--- src/rtl/present_pkg.sv ---
// Shared constants and strobe decode for the PRESENT-80 round controller.
// The datapath top and the bench import the same encodings.
package present_pkg;

  localparam int NUM_ROUNDS = 31;
  localparam int ROUND_W    = 5;

  localparam logic MODE_ENC = 1'b0;
  localparam logic MODE_DEC = 1'b1;

  localparam logic [2:0] S_IDLE   = 3'd0;
  localparam logic [2:0] S_LOAD   = 3'd1;
  localparam logic [2:0] S_KEYGEN = 3'd2;
  localparam logic [2:0] S_WHITEN = 3'd3;
  localparam logic [2:0] S_ROUND  = 3'd4;
  localparam logic [2:0] S_FINAL  = 3'd5;
  localparam logic [2:0] S_DONE   = 3'd6;

  typedef struct packed {
    logic busy;
    logic done;
    logic init;
    logic load_state;
    logic add_key;
    logic sub_perm;
    logic key_step;
  } strobe_t;

  // Per-state strobe pattern; dir and round_ctr are handled outside.
  function automatic strobe_t strobes_of(input logic [2:0] st);
    strobe_t s;
    s = '0;
    case (st)
      S_LOAD: begin
        s.busy       = 1'b1;
        s.load_state = 1'b1;
      end
      S_KEYGEN: begin
        s.busy     = 1'b1;
        s.init     = 1'b1;
        s.key_step = 1'b1;
      end
      S_WHITEN, S_FINAL: begin
        s.busy       = 1'b1;
        s.init       = 1'b1;
        s.load_state = 1'b1;
        s.add_key    = 1'b1;
      end
      S_ROUND: begin
        s.busy       = 1'b1;
        s.init       = 1'b1;
        s.load_state = 1'b1;
        s.add_key    = 1'b1;
        s.sub_perm   = 1'b1;
        s.key_step   = 1'b1;
      end
      S_DONE: begin
        s.busy = 1'b1;
        s.done = 1'b1;
      end
      default: s = '0;
    endcase
    return s;
  endfunction

endpackage

--- src/rtl/present_round_ctrl_if.sv ---
// Request/strobe bundle between a requester/datapath and the round controller.
interface present_round_ctrl_if;
  import present_pkg::*;

  logic               start;
  logic               mode;
  logic               abort;
  logic               busy;
  logic               done;
  logic               dir;
  logic               init;
  logic               load_state;
  logic               add_key;
  logic               sub_perm;
  logic               key_step;
  logic [ROUND_W-1:0] round_ctr;
  logic [2:0]         fsm_state;

  modport master (
    output start, mode, abort,
    input  busy, done, dir, init, load_state, add_key, sub_perm, key_step,
           round_ctr, fsm_state
  );

  modport slave (
    input  start, mode, abort,
    output busy, done, dir, init, load_state, add_key, sub_perm, key_step,
           round_ctr, fsm_state
  );

endinterface

--- src/rtl/present_round_counter.sv ---
// Saturating up/down round counter with synchronous load and terminal flags.
module present_round_counter
  import present_pkg::*;
#(
  parameter int W   = ROUND_W,
  parameter int MAX = NUM_ROUNDS
) (
  input  logic         clk,
  input  logic         rst,
  input  logic         load,
  input  logic [W-1:0] load_val,
  input  logic         en,
  input  logic         up,
  output logic [W-1:0] cnt,
  output logic         at_max,
  output logic         at_one
);

  localparam logic [W-1:0] MAX_V = W'(MAX);
  localparam logic [W-1:0] ONE_V = W'(1);

  logic [W-1:0] cnt_q, cnt_d;

  // Saturate at both ends so the count can never leave 0..MAX.
  always_comb begin
    cnt_d = cnt_q;
    if (load) begin
      cnt_d = load_val;
    end else if (en) begin
      if (up && (cnt_q != MAX_V)) begin
        cnt_d = cnt_q + ONE_V;
      end else if (!up && (cnt_q != '0)) begin
        cnt_d = cnt_q - ONE_V;
      end
    end
  end

  always_ff @(posedge clk or negedge rst) begin
    if (!rst) begin
      cnt_q <= '0;
    end else begin
      cnt_q <= cnt_d;
    end
  end

  assign cnt    = cnt_q;
  assign at_max = (cnt_q == MAX_V);
  assign at_one = (cnt_q == ONE_V);

endmodule

--- src/rtl/present_round_ctrl.sv ---
// PRESENT-80 sequencing FSM: registered strobes, dir latch and round counter
// for encryption and for decryption with its forward key pre-pass.
module present_round_ctrl #(
  parameter int NUM_ROUNDS = present_pkg::NUM_ROUNDS,
  parameter int ROUND_W    = present_pkg::ROUND_W
) (
  input  logic                 clk,
  input  logic                 rst,
  present_round_ctrl_if.slave  bus
);
  import present_pkg::*;

  logic [2:0]         state_q, state_d;
  logic               dir_q, dir_d;
  strobe_t            out_q, out_d;

  logic               cnt_load;
  logic [ROUND_W-1:0] cnt_val;
  logic               cnt_en;
  logic               cnt_up;
  logic [ROUND_W-1:0] ctr;
  logic               at_max;
  logic               at_one;

  present_round_counter #(
    .W   (ROUND_W),
    .MAX (NUM_ROUNDS)
  ) u_cnt (
    .clk      (clk),
    .rst      (rst),
    .load     (cnt_load),
    .load_val (cnt_val),
    .en       (cnt_en),
    .up       (cnt_up),
    .cnt      (ctr),
    .at_max   (at_max),
    .at_one   (at_one)
  );

  always_ff @(posedge clk or negedge rst) begin
    if (!rst) begin
      state_q <= S_IDLE;
      dir_q   <= 1'b0;
      out_q   <= '0;
    end else begin
      state_q <= state_d;
      dir_q   <= dir_d;
      out_q   <= out_d;
    end
  end

  // Counter moves on the same edge as the state, so round_ctr always matches
  // the state it is shown with. Abort overrides everything but keeps dir.
  always_comb begin
    state_d  = state_q;
    dir_d    = dir_q;
    cnt_load = 1'b0;
    cnt_val  = '0;
    cnt_en   = 1'b0;
    cnt_up   = 1'b1;
    if (bus.abort) begin
      state_d  = S_IDLE;
      cnt_load = 1'b1;
    end else begin
      case (state_q)
        S_IDLE: begin
          if (bus.start) begin
            state_d  = S_LOAD;
            dir_d    = bus.mode;
            cnt_load = 1'b1;
            cnt_val  = ROUND_W'(1);
          end
        end
        S_LOAD: begin
          state_d = (dir_q == MODE_DEC) ? S_KEYGEN : S_ROUND;
        end
        S_KEYGEN: begin
          if (at_max) state_d = S_WHITEN;
          else        cnt_en  = 1'b1;
        end
        S_WHITEN: begin
          state_d = S_ROUND;
        end
        S_ROUND: begin
          if (dir_q == MODE_ENC) begin
            if (at_max) state_d = S_FINAL;
            else        cnt_en  = 1'b1;
          end else if (at_one) begin
            state_d  = S_DONE;
            cnt_load = 1'b1;
          end else begin
            cnt_en = 1'b1;
            cnt_up = 1'b0;
          end
        end
        S_FINAL: begin
          state_d  = S_DONE;
          cnt_load = 1'b1;
        end
        S_DONE: begin
          state_d = S_IDLE;
        end
        default: begin
          state_d  = S_IDLE;
          cnt_load = 1'b1;
        end
      endcase
    end
  end

  // Strobes are decoded from the next state and registered with it.
  always_comb begin
    out_d = strobes_of(state_d);
  end

  assign bus.busy       = out_q.busy;
  assign bus.done       = out_q.done;
  assign bus.init       = out_q.init;
  assign bus.load_state = out_q.load_state;
  assign bus.add_key    = out_q.add_key;
  assign bus.sub_perm   = out_q.sub_perm;
  assign bus.key_step   = out_q.key_step;
  assign bus.dir        = dir_q;
  assign bus.round_ctr  = ctr;
  assign bus.fsm_state  = state_q;

endmodule
--- src/flat_wrapper.sv ---
// flat-port wrapper written by rule: the top's interface ports become plain ports
module present_round_ctrl_flat import present_pkg::*;
#(
  parameter int NUM_ROUNDS = present_pkg::NUM_ROUNDS,
  parameter int ROUND_W    = present_pkg::ROUND_W
)
  (clk, rst, bus_start, bus_mode, bus_abort, bus_busy, bus_done, bus_dir, bus_init, bus_load_state, bus_add_key, bus_sub_perm, bus_key_step, bus_round_ctr, bus_fsm_state);
  present_round_ctrl_if bus_i ();
  input  logic clk;
  input  logic rst;
  input wire logic [$bits(bus_i.start)-1:0] bus_start;
  input wire logic [$bits(bus_i.mode)-1:0] bus_mode;
  input wire logic [$bits(bus_i.abort)-1:0] bus_abort;
  output wire logic [$bits(bus_i.busy)-1:0] bus_busy;
  output wire logic [$bits(bus_i.done)-1:0] bus_done;
  output wire logic [$bits(bus_i.dir)-1:0] bus_dir;
  output wire logic [$bits(bus_i.init)-1:0] bus_init;
  output wire logic [$bits(bus_i.load_state)-1:0] bus_load_state;
  output wire logic [$bits(bus_i.add_key)-1:0] bus_add_key;
  output wire logic [$bits(bus_i.sub_perm)-1:0] bus_sub_perm;
  output wire logic [$bits(bus_i.key_step)-1:0] bus_key_step;
  output wire logic [$bits(bus_i.round_ctr)-1:0] bus_round_ctr;
  output wire logic [$bits(bus_i.fsm_state)-1:0] bus_fsm_state;
  assign bus_i.start = bus_start;
  assign bus_i.mode = bus_mode;
  assign bus_i.abort = bus_abort;
  assign bus_busy = bus_i.busy;
  assign bus_done = bus_i.done;
  assign bus_dir = bus_i.dir;
  assign bus_init = bus_i.init;
  assign bus_load_state = bus_i.load_state;
  assign bus_add_key = bus_i.add_key;
  assign bus_sub_perm = bus_i.sub_perm;
  assign bus_key_step = bus_i.key_step;
  assign bus_round_ctr = bus_i.round_ctr;
  assign bus_fsm_state = bus_i.fsm_state;
  present_round_ctrl #(.NUM_ROUNDS(NUM_ROUNDS), .ROUND_W(ROUND_W)) u_core (.clk(clk), .rst(rst), .bus(bus_i));
endmodule
--- config.mk ---
export PLATFORM = sky130hd
export DESIGN_NAME = present_round_ctrl_flat
export DESIGN_NICKNAME = d
export VERILOG_FILES = /design/src/rtl/present_pkg.sv /design/src/rtl/present_round_ctrl_if.sv /design/src/rtl/present_round_counter.sv /design/src/rtl/present_round_ctrl.sv /design/src/flat_wrapper.sv
export SDC_FILE = /design/constraint.sdc
export NUM_CORES = 1
export LEC_CHECK = 0
export CAP_MARGIN = 20
export CORE_MARGIN = 3
export CORE_UTILIZATION = 40
export CTS_BUF_LIST = sky130_fd_sc_hd__clkbuf_4 sky130_fd_sc_hd__clkbuf_8
export CTS_CLUSTER_DIAMETER = 60
export CTS_CLUSTER_SIZE = 10
export DETAILED_ROUTE_END_ITERATION = 16
export GPL_TIMING_DRIVEN = 0
export PLACE_DENSITY = 0.65
export REMOVE_ABC_BUFFERS = 1
export SYNTH_ARGS = -nofsm -noshare
export SYNTH_HDL_FRONTEND = slang
export SYNTH_SLANG_ARGS = --single-unit
--- constraint.sdc ---
create_clock -name clk -period 2.25 [get_ports clk]
set_input_delay 0.225 -clock clk [delete_from_list [all_inputs] [get_ports clk]]
set_output_delay 0.225 -clock clk [all_outputs]
set_load 0.01 [all_outputs]
* After elaboration in Yosys (flattened, before gate mapping)
Index checks and enable logic that the tools add are counted.
** Operators by class
- Add/sub/neg operators :: 2
- Equal/unequal tests :: 15
- Multiplexer cells :: 35
- Bitwise logic cells :: 1
- Reductions and logical operators :: 15
** Operators by type and width (number)
- 2-to-1 mux 5 bit :: 6
- 2-to-1 mux 3 bit :: 7
- 2-to-1 mux 1 bit :: 19
- equality test 3 bit, second input constant :: 6
- one-hot mux 3 bit (6 select lines) :: 1
- equality test 3 x 2 -> 1 bit, second input constant :: 4
- OR reduction 4 bit :: 3
- equality test 3 x 1 -> 1 bit, second input constant :: 2
- OR reduction 6 bit :: 1
- adder 5 x 1 -> 5 bit, second input constant :: 1
- equality test 5 x 1 -> 1 bit, second input constant :: 1
- equality test 5 bit, second input constant :: 1
- != test 5 bit, second input constant :: 1
- nonzero test 5 bit :: 1
- subtractor 5 x 1 -> 5 bit, second input constant :: 1
- zero test 3 bit :: 1
- one-hot mux 1 bit (3 select lines) :: 1
- AND reduction 3 bit :: 1
- nonzero test 3 bit :: 1
- OR reduction 3 bit :: 1
- logical AND 1 bit :: 2
- one-hot mux 1 bit (2 select lines) :: 1
- AND reduction 2 bit :: 1
- nonzero test 2 bit :: 1
- other kinds (3) :: 3
** Storage, ports and cells
- Register bits after elaboration :: 16
- Input bits :: 5
- Output and inout port bits :: 16
- Logic and storage cells :: 78

* Depth between registers and ports, before layout
Gate-level depths: netlist (run 1).
- Word-level depth :: 11
- Gate-level depth with buffers :: 8

* By module
A second synthesis (run 1) with hierarchy kept.
** Second synthesis, totals
- Cell total of the unflattened synthesis :: 112
- Area, all modules :: 1089.8 um^2
** Modules (own cells, without submodules)
- present_round_ctrl :: times used 1, cells an instance 64, area each 646.9 um^2, seq. area each 275.3 um^2
- present_round_counter :: times used 1, cells an instance 48, area each 442.9 um^2, seq. area each 125.1 um^2

* Worst setup path before layout (run 1)
Ideal clock, no wire load.
- Path type :: register -> register
- From :: register u_core.u_cnt.cnt_q[1] (netlist: u_core.u_cnt.cnt[1])
- To :: register u_core.u_cnt.cnt_q[2] (netlist: u_core.u_cnt.cnt[2])
- Data arrival time :: 1976 ps
- Data required time :: 2173 ps
- Slack :: 196 ps
- Cell stages (with the launch flop) :: 8
- Clock period less this slack :: 2054 ps
- Cells stage by stage :: dfrtp_1 -> inv_1 -> ha_1 -> or4b_4 -> nand4_1 -> o2111ai_2 -> or3_1 -> a21oi_1
** On the way
- Longest elaborated chain between the ends :: 9
** RTL lines
- from (decl) :: line present_round_counter.sv:22 : logic [W-1:0] cnt_q, cnt_d;
- from (signal assigned) :: line present_round_counter.sv:42 : cnt_q <= cnt_d;
- equality test 5 x 1 -> 1 bit :: line present_round_counter.sv:48 : assign at_one = (cnt_q == ONE_V);
- 2-to-1 mux 1 bit :: line present_round_ctrl.sv:88 : end else if (at_one) begin
- 2-to-1 mux 1 bit :: line present_round_ctrl.sv:85 : if (dir_q == MODE_ENC) begin
- 2-to-1 mux 1 bit :: line present_round_ctrl.sv:65 : case (state_q)
- 2-to-1 mux 1 bit :: line present_round_ctrl.sv:61 : if (bus.abort) begin
- logical AND 1 bit or zero test 1 bit (tied branches) :: line present_round_counter.sv:30, present_round_counter.sv:32
- 2-to-1 mux 5 bit or logical AND 1 bit (tied branches) :: line present_round_counter.sv:30, present_round_counter.sv:32
- 2-to-1 mux 5 bit or nonzero test 3 bit (tied branches)
- 2-to-1 mux 5 bit or AND reduction 2 bit (tied branches)
Parallel ways exist; a longest one is shown, timed or not. The select of a mux whose other input is x is not followed.
A chain may end at the register's enable or synchronous reset.

* Final worst setup path (run 1)
- From :: register u_core.u_cnt.cnt_q[0] (netlist: u_core.u_cnt.cnt[0])
- To :: register u_core.u_cnt.cnt_q[2] (netlist: u_core.u_cnt.cnt[2])
Same word-level chain as after synthesis.

==> summary.md, run 1 <==
| Metric | Value |
|---|---|
| Path depth of the worst reg2reg path | `7` |
| Crit path kind | `register to register` |
| Top cells by area, synth | `dfrtp_1, ha_1, mux2i_1, a21oi_1, nor2_1` |
| Largest net degree at the start of global routing | `17` |
| Hpwl dp | `1643 um` |
| Clk_skew | `0.01070 ns` |
| Skew-Pair Late Insertion Delay | `0.29 ns` |
| Adder-Cell Fraction of Synth Area | `6.234%` |
| Async S/R FF share, synth | `100.0%` |
| Tightest slew margin relative to the limit | `between 50% and 60%` |
| Vias in the first global route | `roughly 850` |
| Maximum root-to-sink buffer count | `2` |
| Final hold vios | `0` |
| Worst r2r dst | `u_core.u_cnt.cnt[2]$_DFFE_PN0P_` |
| Pwr Density | `~660 nW/um2` |
| Critical path, cell by cell | `ha_1 -> and3_1 -> ha_1 -> a21oi_1 -> o2111ai_4 -> or3_1 -> a21oi_1` |
| Post-synth EDFFs | `0` |
| Status | `finished clean` |
| Clk slew on worst S/H paths | `0.10 ns` |
| Placed cells | `150` |
| CP required | `2.47 ns` |
| Hold bufs inserted after CTS | `0` |
| Post-route ant nets | `0` |
| Total CTS buffers | `3` |
| Multi-input gate area | `574.3 um2` |
| Combinational power share | `a little over a third` |
| Die X | `approximately 56 um` |
| Final Slew Violations | `0` |
| Peak per-stage delay on the critical path | `0.46 ns` |
| Starting density of the core | `43.68%` |
| 1st-iter DRT viols | `17` |
| Top cell type by total area after synthesis | `dfrtp_1` |
| Clock Sinks | `16` |
| GPL Wtd Cong | `0.8169` |
| Synthesized flop and latch total | `16` |
| First-pass GRT wire length | `between 3000 and 4000 um` |
| Switch share | `33.53%` |
| Core area | `around 2300 um2` |
| Ant. Diodes | `0` |
| Die Footprint | `3146 um2` |
| Final setup violation count | `0` |
| Reg area | `401.6 um2` |
| Post-route insts no fill | `~160` |
| Internal cell power | `about 0.00057 W` |
| Share of layout cells above drive strength 1 | `13.18%` |
| CTS tree | `done` |
| R2R Path Start | `u_core.u_cnt.cnt[0]$_DFFE_PN0P_` |
| Initial antenna violation count | `0` |
| Placed cell area | `between 1000 and 1500 um2` |
| Remaining DRCs | `0` |
| YS warnings | `0` |
| Complex-gate fraction of the synthesized area | `a little under a fifth` |
| Final nets | `140` |
| Hold crit path type | `input port to asynchronous set/reset pin` |
| Area grow syn2layout | `29.55%` |
| Yosys top cell area share | `39.90%` |
| Lkg Pwr | `0.5857 nW` |
| Largest family of logic cells by synthesized area | `simple AND/OR/NAND/NOR gates` |
| Arrival time worst endpoint | `~2.4 ns` |
| VDD IR-drop max | `0.0004967 V` |
| Row cnt | `17` |
| CTS H-tree lvls | `1` |
| Post-synthesis simple-gate area fraction | `a little over a fifth` |
| Worst Setup Start Kind | `register` |
| Synth cell types | `37` |
| Register-to-register setup slack | `0.1 ns` |
| Final period util | `a little over nine tenths` |
| Max_cap viols | `0` |
| Final Critical Period | `2.150 ns` |
| XOR/XNOR share of the synthesized area | `1.746%` |
| Synth Flop Type | `dfrtp_1` |
| CP Capture Type | `register` |
| Flop pwr share | `41.8%` |
| Routed wire length | `2206 um` |
| Filler instances | `215` |
| Register area share after synthesis | `39.90%` |
| Total Routing Usage GR | `14.94%` |
| Clk pwr share | `a little over a fifth` |
| Routed len/inst | `14.05 um` |
| Max stage delay cell, worst path | `dfrtp_1` |
| First drt pass iteration count | `4` |
| Ports | `21` |
| GRT overflow | `0` |
| Post-synthesis mux area share | `7.107%` |
| Final TNS setup | `0 ns` |
| Worst-Margin Slew | `0.6810 ns` |
| Mapped Area | `between 1000 and 1500 um2` |
| Hold slack | `0.3398 ns` |
| F_max | `465.0 MHz` |
| Final instance area | `1300 um2` |
| Root buffer cell | `clkbuf_4` |
| Die Height | `56.09 um` |
| Via Count | `861` |
| Routed vias/inst | `5.484` |
| Number of port buffers | `20` |
| CP Max Fanout | `6` |
| Syn Area/Cell | `around 9.5 um2` |
| RSZ-0062 raised after global routing | `no` |
| Switching pwr | `around 0.00029 W` |
| Post-Synthesis Cells | `106` |
placed cells by master, fill, tap and decap left out, types with 5 or more instances in the layout:
cell type / netlist / layout
inv_1: 8 / 8
a21oi_1: 11 / 11
clkdlybuf4s50_1: 0 / 20
nor3_1: 6 / 6
ha_1: 5 / 5
mux2i_1: 6 / 6
dfrtp_1: 16 / 15
nor2_1: 9 / 9
o21ai_0: 5 / 5
layout make-up:
class                      instances  area share, %
multi-input combinational         78          44.18
sequential                        16          30.90
timing repair buffer              23          17.13
clock buffer                       4          2.791
tap                               28          2.695
inverter                           8          2.310
cells in the mapped netlist, types with 2 or more instances:
master    count
nor3_1        6
nor2_1        9
a21oi_1      11
inv_1         8
o22ai_1       3
o21ai_0       5
mux2i_1       6
ha_1          5
nor4b_1       2
nand2b_1      3
and3_1        2
clkbuf_1      3
nand2_1       2
dfrtp_1      16
nor2b_1       2
a21o_1        2
power by group through the flow:
stage	sequential (W)	combinational [W]	clock [W]
floorplan	0.000375	0.000164	0
global placement	0.000364	0.000294	0
detailed placement	0.000367	0.000298	0
CTS	0.000361	0.000301	0.000194
global route	0.000368	0.000346	0.000205
finish	0.000361	0.000314	0.000189
worst max-delay path, delay by kind of cell (launching register included):
kind | cells | cell delay, ns
AOI/OAI and AO/OA | 3 | 0.57
DFF | 1 | 0.46
adders and majority gates | 2 | 0.49
and+or+nand+nor | 2 | 0.57
timing repair:
action,CTS,global route
resized for setup,0,3
buffers inserted,0,3
endpoints found under the setup margin,0,6
layer usage:
metal,share of wire (%),GRT usage [%],up-vias
li1,-,-,426
met1,45,19.29,409
met2,49,25.21,26
met3,5.5,4.408,0
met4,0,2.034,0
met5,0,0,-
kinds of logic (layout without fill, tap and decap cells):
group	Yosys count	count (layout)
AOI/OAI and AO/OA	28	28
and+or+nand+nor	36	36
buffers and inverters	12	35
adders and majority gates	5	5
DFF	16	16
xor gates and xnor gates	2	2
muxes	7	7
sequential cells by signal, indices dropped and copies added (netlist names):
register and count:
u_core.u_cnt.cnt 5, u_core.bus.fsm_state 3, u_core.bus.add_key 1, u_core.bus.busy 1, u_core.bus.dir 1, u_core.bus.done 1, u_core.bus.init 1, u_core.bus.key_step 1
u_core.bus.load_state 1, u_core.bus.sub_perm 1
stage by stage:
stage	util, %	setup slack, ns	power [W]
floorplan	-	0.1963	0.0005386
global placement	53.21	-0.06766	0.0006581
detailed placement	53.21	-0.08925	0.0006646
CTS	54.79	0.03185	0.0008550
global route	56.59	0.004155	0.0009201
finish	56.59	0.09957	0.0008644
worst max-delay path by stage:
stage / start / endpoint / slack (ns) / cells past startpoint
after floorplan: u_core.u_cnt.cnt[1]$_DFFE_PN0P_ / u_core.u_cnt.cnt[2]$_DFFE_PN0P_ / 0.20 / 7
after global placement: bus_abort / u_core.u_cnt.cnt[2]$_DFFE_PN0P_ / -0.07 / 6
after detailed placement: bus_abort / u_core.u_cnt.cnt[2]$_DFFE_PN0P_ / -0.09 / 6
after CTS: u_core.u_cnt.cnt[1]$_DFFE_PN0P_ / u_core.u_cnt.cnt[2]$_DFFE_PN0P_ / 0.03 / 7
after global routing: u_core.u_cnt.cnt[1]$_DFFE_PN0P_ / u_core.u_cnt.cnt[2]$_DFFE_PN0P_ / 0.004 / 7
final: u_core.u_cnt.cnt[0]$_DFFE_PN0P_ / u_core.u_cnt.cnt[2]$_DFFE_PN0P_ / 0.1 / 7
Power figures use the tool's default switching activity.
==> run 2, diff against run 1 <==
--- a/config.mk
+++ b/config.mk
@@ -5,14 +5,13 @@
 export SDC_FILE = /design/constraint.sdc
 export NUM_CORES = 1
 export LEC_CHECK = 0
-export CAP_MARGIN = 20
+export CAP_MARGIN = 25
 export CORE_MARGIN = 3
 export CORE_UTILIZATION = 40
 export CTS_BUF_LIST = sky130_fd_sc_hd__clkbuf_4 sky130_fd_sc_hd__clkbuf_8
-export CTS_CLUSTER_DIAMETER = 60
+export CTS_CLUSTER_DIAMETER = 80
 export CTS_CLUSTER_SIZE = 10
 export DETAILED_ROUTE_END_ITERATION = 16
-export GPL_TIMING_DRIVEN = 0
 export PLACE_DENSITY = 0.65
 export REMOVE_ABC_BUFFERS = 1
 export SYNTH_ARGS = -nofsm -noshare
==> run 2 against run 1 <==
Register-to-register slack improved by 0.03 ns. Via count rose by 2.7%. Clock-buffer cell count did not move. Clock power barely moved. Highest routed layer is now met4. Global-route usage rose by 1.0 points. Largest power group unchanged.
==> summary.md, run 2 (same netlist as run 1, synthesis figures left out) <==
| Metric | Value |
|---|---|
| Status | `finished clean (unchanged)` |
| CTS tree | `done (unchanged)` |
| Max_cap viols | `0 (unchanged)` |
| CTS H-tree lvls | `1 (unchanged)` |
| Placed cells | `157 (was 150)` |
| Crit path kind | `register to register (unchanged)` |
| Register-to-register setup slack | `0.13 ns (was 0.1 ns)` |
| Post-route insts no fill | `162 (was 157)` |
| VDD IR-drop max | `0.0004484 V (was 0.0004967 V)` |
| Final period util | `94.37% (was 95.57%)` |
| Buf/Inv on CP | `1 (was 0)` |
| Post-route ant nets | `0 (unchanged)` |
| Path depth of the worst reg2reg path | `7 (unchanged)` |
| Root buffer cell | `clkbuf_4 (unchanged)` |
| Worst Setup Start Kind | `register (unchanged)` |
| Hold bufs inserted after CTS | `0 (unchanged)` |
| Routed len/inst | `14.35 um (was 14.05 um)` |
| F_max | `471.0 MHz (was 465.0 MHz)` |
| CP top delay family | `simple AND/OR/NAND/NOR gates (unchanged)` |
| Total Routing Usage GR | `15.98% (was 14.94%)` |
| Largest net degree at the start of global routing | `17 (unchanged)` |
| Vias in the first global route | `873 (was 845)` |
| Commonest cells after routing, fill and taps aside | `clkdlybuf4s50_1, dfrtp_1, a21oi_1 (unchanged)` |
| First drt pass iteration count | `4 (unchanged)` |
| CP Capture Type | `register (unchanged)` |
| Routed vias/inst | `5.457 (was 5.484)` |
| GPL Wtd Cong | `0.8067 (was 0.8169)` |
| Area grow syn2layout | `31.55% (was 29.55%)` |
| Worst r2r dst | `u_core.u_cnt.cnt[2]$_DFFE_PN0P_ (unchanged)` |
| Final TNS setup | `0 ns (unchanged)` |
| Most common cell after layout, fill and taps aside | `clkdlybuf4s50_1 (unchanged)` |
| CP required | `2.46 ns (was 2.47 ns)` |
| Total CTS buffers | `3 (unchanged)` |
| Critical path, cell by cell | `inv_1 -> ha_1 -> or4b_4 -> a31oi_4 -> mux2i_1 -> or3_1 -> a21oi_1 (was ha_1 -> and3_1 -> ha_1 -> a21oi_1 -> o2111ai_4 -> or3_1 -> a21oi_1)` |
| Core area | `2297 um2 (unchanged)` |
| Hpwl dp | `1838 um (was 1643 um)` |
| Via Count | `884 (was 861)` |
| R2R Path Start | `u_core.u_cnt.cnt[1]$_DFFE_PN0P_ (was u_core.u_cnt.cnt[0]$_DFFE_PN0P_)` |
| Final Critical Period | `2.123 ns (was 2.150 ns)` |
| Clock Sinks | `16 (unchanged)` |
| Final hold vios | `0 (unchanged)` |
| Final setup violation count | `0 (unchanged)` |
| Routed wire length | `2324 um (was 2206 um)` |
| CP Max Fanout | `6 (unchanged)` |
| Starting density of the core | `43.68% (unchanged)` |
| Share of layout cells above drive strength 1 | `15.67% (was 13.18%)` |
| Peak per-stage delay on the critical path | `0.51 ns (was 0.46 ns)` |
| Setup ws final | `0.1267 ns (was 0.09957 ns)` |
| Number of port buffers | `20 (unchanged)` |
| Final Slew Violations | `0 (unchanged)` |
| Worst-Margin Slew | `0.6975 ns (was 0.6810 ns)` |
| Pwr Density | `663.8 nW/um2 (was 664.9 nW/um2)` |
| DP Worst Slack | `0.1251 ns (was -0.08925 ns)` |
| Number of flip-flops in the largest register | `5 (unchanged)` |
| Row cnt | `17 (unchanged)` |
| Arrival time worst endpoint | `2.34 ns (was 2.37 ns)` |
| Remaining DRCs | `0 (unchanged)` |
| Hold crit path type | `input port to asynchronous set/reset pin (unchanged)` |
| Ports | `21 (unchanged)` |
| Maximum root-to-sink buffer count | `2 (unchanged)` |
| GRT overflow | `0 (unchanged)` |
| Die X | `56.09 um (unchanged)` |
| Initial antenna violation count | `0 (unchanged)` |
| 1st-iter DRT viols | `10 (was 17)` |
| Die Footprint | `3146 um2 (unchanged)` |
| Max stage delay cell, worst path | `or4b_4 (was dfrtp_1)` |
| RSZ-0062 raised after global routing | `no (unchanged)` |
| First-pass GRT wire length | `4036 um (was 3850 um)` |
| Clk_skew | `0.01011 ns (was 0.01070 ns)` |
| Skew-Pair Late Insertion Delay | `0.29 ns (about the same)` |
| Final core utilization | `57.46% (was 56.59%)` |
| Final nets | `145 (was 140)` |
| Lkg Pwr | `0.6086 nW (was 0.5857 nW)` |
| Die Height | `56.09 um (unchanged)` |
| Tightest slew margin relative to the limit | `53.36% (was 54.46%)` |
| WP depth | `7 (unchanged)` |
| Ant. Diodes | `0 (unchanged)` |
| Clk slew on worst S/H paths | `0.10 ns (about the same)` |
==> run 2: layer usage <==
layer	vias up	routed length (um)	track usage, %
met5	-	0	0
met4	0	27	3.729
met3	4	105	4.872
met2	21	1186	28.38
met1	426	1005	18.63
li1	433	-	-
==> run 2: layout make-up <==
cell class / count / area [um2]
fill: 222 / 977.2
multi-input combinational: 78 / 556.8
sequential: 16 / 401.6
timing repair buffer: 28 / 260.3
clock buffer: 4 / 36.28
tap: 28 / 35.03
inverter: 8 / 30.03
==> run 2: what timing repair did <==
item / in CTS / in global routing
buffers inserted: 0 / 1
resized for setup: 0 / 1
endpoints found under the setup margin: 0 / 2
==> run 2: worst max-delay path by stage <==
stage | startpoint | endpoint | slack, ns
finish | u_core.u_cnt.cnt[1]$_DFFE_PN0P_ | u_core.u_cnt.cnt[2]$_DFFE_PN0P_ | 0.13
global route | u_core.u_cnt.cnt[1]$_DFFE_PN0P_ | u_core.u_cnt.cnt[2]$_DFFE_PN0P_ | 0.008
CTS | u_core.u_cnt.cnt[1]$_DFFE_PN0P_ | u_core.u_cnt.cnt[4]$_DFFE_PN0P_ | 0.10
detailed placement | u_core.u_cnt.cnt[1]$_DFFE_PN0P_ | u_core.u_cnt.cnt[4]$_DFFE_PN0P_ | 0.13
global placement | u_core.u_cnt.cnt[1]$_DFFE_PN0P_ | u_core.u_cnt.cnt[4]$_DFFE_PN0P_ | 0.12
floorplan | u_core.u_cnt.cnt[1]$_DFFE_PN0P_ | u_core.u_cnt.cnt[2]$_DFFE_PN0P_ | 0.20
==> run 2: through the flow <==
stage                     instance area, um2  power (W)  hold WS, ns
final                                   1320  0.0008762       0.3450
after global routing                    1320  0.0009373       0.3988
after CTS                               1311  0.0008809       0.3667
after detailed placement                1275  0.0006933       0.6345
after global placement                  1275  0.0006881       0.6249
after floorplan                        987.2  0.0005386     -0.07059
==> run 2: power breakdown <==
group | total, W | leakage, nW | switching [W] | internal [W]
Sequential | 0.000351 | 0.213 | 0.0000304 | 0.000321
Clock | 0.000188 | 0.0210 | 0.0000895 | 0.0000986
Combinational | 0.000337 | 0.374 | 0.000171 | 0.000166
==> run 2: worst register-to-register path: cells and delay by family (launching register included) <==
family | cells | cell delay (ns)
simple gates | 2 | 0.83
mux | 1 | 0.12
buf+inv | 1 | 0.10
compound gates | 2 | 0.39
fa+ha+maj | 1 | 0.16
flops | 1 | 0.44
